$ cat config.mk
export PLATFORM = sky130hd
export DESIGN_NAME = osc_wavegen
export DESIGN_NICKNAME = d
export VERILOG_FILES = /design/src/rtl/osc_wavegen.sv
export SDC_FILE = /design/constraint.sdc
export NUM_CORES = 1
export LEC_CHECK = 0
export BUFFER_PORTS_ARGS = -buffer_cell sky130_fd_sc_hd__buf_2
export CAP_MARGIN = 0
export CORE_ASPECT_RATIO = 1.5
export CORE_UTILIZATION = 50
export DETAILED_ROUTE_END_ITERATION = 12
export PLACE_DENSITY = 0.74
export SLEW_MARGIN = 20
export SYNTH_ARGS = -nofsm -noshare
export SYNTH_HDL_FRONTEND = slang
export SYNTH_SLANG_ARGS = --single-unit
$ cat constraint.sdc
create_clock -name ICLK -period 5.9 [get_ports ICLK]
set_input_delay 0.885 -clock ICLK [delete_from_list [all_inputs] [get_ports ICLK]]
set_output_delay 0.885 -clock ICLK [all_outputs]
set_load 0.05 [all_outputs]
$ cat src/rtl/osc_wavegen.sv
// DDS oscillator: phase accumulator plus saw/pulse/triangle/noise shaper.
// Emits one 12-bit sample per FRAME_LEN clocks, with a one-cycle STB on each update.
module osc_wavegen #(
  parameter int unsigned FRAME_LEN = 18,
  parameter int unsigned PHASE_W   = 24
) (
  input  logic               ICLK,
  input  logic               RST,
  input  logic               EN,
  input  logic [1:0]         WAVE,
  input  logic [PHASE_W-1:0] FTW,
  input  logic [11:0]        PW,
  output logic [11:0]        DAT,
  output logic               STB
);

  localparam int unsigned      CNT_W    = (FRAME_LEN > 1) ? $clog2(FRAME_LEN) : 1;
  localparam logic [CNT_W-1:0] CNT_LAST = CNT_W'(FRAME_LEN - 1);
  localparam logic [15:0]      LFSR_SEED = 16'hACE1;
  localparam logic [15:0]      LFSR_TAPS = 16'hB400;

  typedef enum logic [1:0] {
    WAVE_SAW   = 2'b00,
    WAVE_PULSE = 2'b01,
    WAVE_TRI   = 2'b10,
    WAVE_NOISE = 2'b11
  } wave_t;

  logic [CNT_W-1:0]   cnt;
  logic [PHASE_W-1:0] phase;
  logic [15:0]        lfsr;
  logic [15:0]        lfsr_next;
  logic [11:0]        p;
  logic [11:0]        shape;
  logic               tick;
  wave_t              wave;

  always_comb begin
    tick      = (cnt == CNT_LAST);
    wave      = wave_t'(WAVE);
    p         = phase[PHASE_W-1 -: 12];
    lfsr_next = {1'b0, lfsr[15:1]} ^ (lfsr[0] ? LFSR_TAPS : 16'h0000);
  end

  // Shaper works on the pre-add phase and the pre-advance LFSR value.
  always_comb begin
    shape = 12'h800;
    unique case (wave)
      WAVE_SAW:   shape = p;
      WAVE_PULSE: shape = (p < PW) ? 12'hFFF : 12'h000;
      WAVE_TRI:   shape = p[11] ? (12'hFFF - {p[10:0], 1'b0}) : {p[10:0], 1'b0};
      WAVE_NOISE: shape = lfsr[15:4];
      default:    shape = 12'h800;
    endcase
  end

  always_ff @(posedge ICLK) begin
    if (RST) begin
      cnt   <= '0;
      phase <= '0;
      lfsr  <= LFSR_SEED;
      DAT   <= 12'h800;
      STB   <= 1'b0;
    end else begin
      STB <= 1'b0;
      if (tick) begin
        cnt <= '0;
        STB <= 1'b1;
        if (EN) begin
          DAT   <= shape;
          phase <= phase + FTW;
          if (wave == WAVE_NOISE)
            lfsr <= lfsr_next;
        end else begin
          DAT   <= 12'h800;
          phase <= '0;
        end
      end else begin
        cnt <= cnt + CNT_W'(1);
      end
    end
  end

endmodule

==> impl_metrics.ini <==
[global_routing]
grt_max_degree = 40
grt_usage_pct = 24.5
grt-ovfl-total = 0
grt_antenna_before_repair = 0
grt_pass1_wl_um = 15000
grt_pass1_vias = 3286

[power]
intPower_uw = 680
power_density_nw_per_um2 = 211
p_sw_share_pct = 24.8
ir_worst_vdd_mv = 0.111
power_frac_clock_pct = 45.5
p_comb_share_pct = 10.4
leakagePower_uw = 0.00194
switchingPower_uw = 224
seqPwrFrac_pct = 44.2

[placement]
port_buffers = 53
dp_hpwl_um = 6500
place_ws_ps = 2530
placed_cell_area_sq_um = 4070
gp_congestion = 0.857

[critical_path]
worstSetupPathDepth = 10
cp_cell_sequence = buf_2 > ha_1 > fa_1 > a21o_1 > a221oi_2 > nor3_1 > a2111oi_2 > o31ai_1 > xor2_1 > a22o_1
crit_type = in -> reg
required_ps = 6140
cp.arrival_ps = 3260
critical_path_buf_inv_count = 1
r2r_cells = 9
cp_max_fo = 3
cpLargestDelayFamily = compound AO/OA/AOI/OAI gates
setup.worst_path.start = FTW[0]
max_stage_delay_ps = 420
regToRegStartpoint = phase[0]
cpMaxStageDelayCell = fa_1
start_kind = primary input
cp-end-kind = flip-flop

[detailed_routing]
dr.pass1.iters = 5
wl_per_cell_um = 15.0
vias = 3359
ant_nets = 0
drc = 0
via_per_inst = 5.67
drt_iter0_markers = 242
wl_um = 8890

[clock_network]
clk_pin_slew_worst_paths_ps = 70
cts_setup_buffers = 0
htreeDepth = 3
cts.sinks = 58
cts_buffer_depth = 2
cts_tree = built
clk_latency_ps = 350
hold_buffers = 0
cts_buffers = 9
root_buffer = clkbuf_8
cts_resized = 0

[synth]
ys_warn_count = 0
ys_ff_latch = 58
synth.distinct_cells = 52
synthCells = 448
syn_nets = 526
synth-async-reset-ratio_pct = 0
syn-cell-area_sq_um = 3760
synth-main-ff-cell = dfxtp_1
syn_avg_cell_area_sq_um = 8.40
synth_edf_count = 0
synth_seq_area_share_pct = 30.9

[floorplan]
fp.dieW_um = 72.8
start_util_pct = 51.7
pin_count = 54
die_h_um = 108
core_sq_um = 7270
dieArea_sq_um = 7890
rows = 38

[sta]
worstMarginPinSlew_ps = 948
relSlewSlack_pct = 36.4
drv_slew = 0
tns_ps = 0
skew_ps = 11.4
fmax_mhz = 331
hold_viol = 0
min_period_ps = 3030
setup_slack_ps = 2870
rsz0062_at_grt = false
fin_crit_sh_pct = 51.3
setup_violations = 0

[outcome]
outcome = completed

[hold_path]
hold_depth = 2
worstHoldStart = DAT[7]
worst_hold_path_type = reg -> reg

[finish]
postLayoutCellArea_sq_um = 4290
fin_nets = 565
utilization_pct = 59.0
num_antenna_cells = 0
syn_to_final_growth_pct = 14.0
drive_gt1_share_pct = 17.5

[flow_run]
cap_violations = 0
## power by group through the flow
stage | Combinational, uW | Clock [uW] | Sequential [uW]
after detailed placement | 92.8 | 0 | 408
after CTS | 93.6 | 416 | 399
after floorplan | 67.8 | 0 | 404
final | 93.6 | 411 | 400
after global placement | 91.0 | 0 | 408
after global routing | 104 | 435 | 400
## metrics by stage
step / std cells / hold WS [ps] / total power [uW]
CTS: 592 / 456 / 909
finish: 592 / 451 / 904
global route: 592 / 473 / 939
detailed placement: 576 / 445 / 501
global placement: 576 / 436 / 499
floorplan: 448 / 429 / 472
## layer usage
layer | wire [um] | share of wire, % | global-route usage, %
met1 | 3730 | 42 | 28.4
met2 | 4600 | 52 | 42.1
met3 | 372 | 4.2 | 5.41
met4 | 186 | 2.1 | 11.6
met5 | 0 | 0 | 0
## area by class of cell
cell class / instances / area, sq um
Inverter: 15 / 56.3
Tap cell: 100 / 125
Clock buffer: 10 / 138
Timing Repair Buffer: 55 / 280
Sequential cell: 58 / 1160
Fill cell: 686 / 2990
Clock inverter: 6 / 80.1
Multi-Input combinational cell: 348 / 2450
## cell families (layout without fill, tap and decap cells)
family / after synthesis / count (layout) / share of synthesized area, %
muxes: 1 / 1 / 0.266
xor gates and xnor gates: 36 / 36 / 8.38
and+or+nand+nor: 118 / 118 / 14.6
DFF: 58 / 58 / 30.9
buffers and inverters: 42 / 86 / 4.22
adders and majority gates: 37 / 37 / 12.5
AOI/OAI and AO/OA: 156 / 156 / 29.2
## worst reg2reg max path: stages (launching register included)
cell and delay (ps):
dfxtp_1 320, ha_1 230, fa_1 420, a21o_1 210
a221oi_2 400, nor3_1 130, a2111oi_2 390, o31ai_1 130
xor2_1 170, a22o_1 200
## cell usage after synthesis (2+ instances only)
cell	number	area, sq um
nand4_1	8	50.1
a22o_1	21	184
nand2b_1	3	18.8
nor2_1	21	78.8
dfxtp_1	58	1160
a211oi_1	4	30.0
nor3_1	6	30.0
o21ai_1	3	15.0
o21a_1	3	22.5
nor2b_1	2	12.5
a211o_1	4	35.0
or2_2	3	18.8
inv_1	15	56.3
a21o_1	14	105
and4_1	2	17.5
nand3b_1	6	45.0
xor2_1	11	96.3
ha_1	36	450
o21bai_1	3	22.5
a221oi_2	2	30.0
a21oi_1	39	195
a311oi_1	11	96.3
nand2_1	58	218
xnor2_1	25	219
o211ai_1	5	37.5
clkbuf_1	25	93.8
nand3_1	6	30.0
o21ai_0	30	150
## registers in the layout (all words and copies together), names as in the netlist
name / count
DAT: 12
cnt: 5
lfsr: 16
phase: 24
STB: 1
## worst paths after layout
kind / to / slack [ps]
max: phase[22] / 2870
max reg2reg: phase[22] / 3200
min reg2reg: DAT[7] / 450
min: DAT[7] / 450
## placed cells by master (no fill, tap or decap), drive strengths merged, types with 4 or more instances in the layout
cell type	n
dfxtp	58
nand2	58
buf	55
a21oi	39
ha	36
o21ai	34
xnor2	25
a22o	21
nor2	21
inv	15
a21o	14
a311oi	12
xor2	11
clkbuf	10
nand4	8
nand3b	6
nor3	6
nand3	6
o211ai	6
a211oi	5
a211o	4
clkinv	4
No activity file was read; power rests on OpenSTA's default activity.
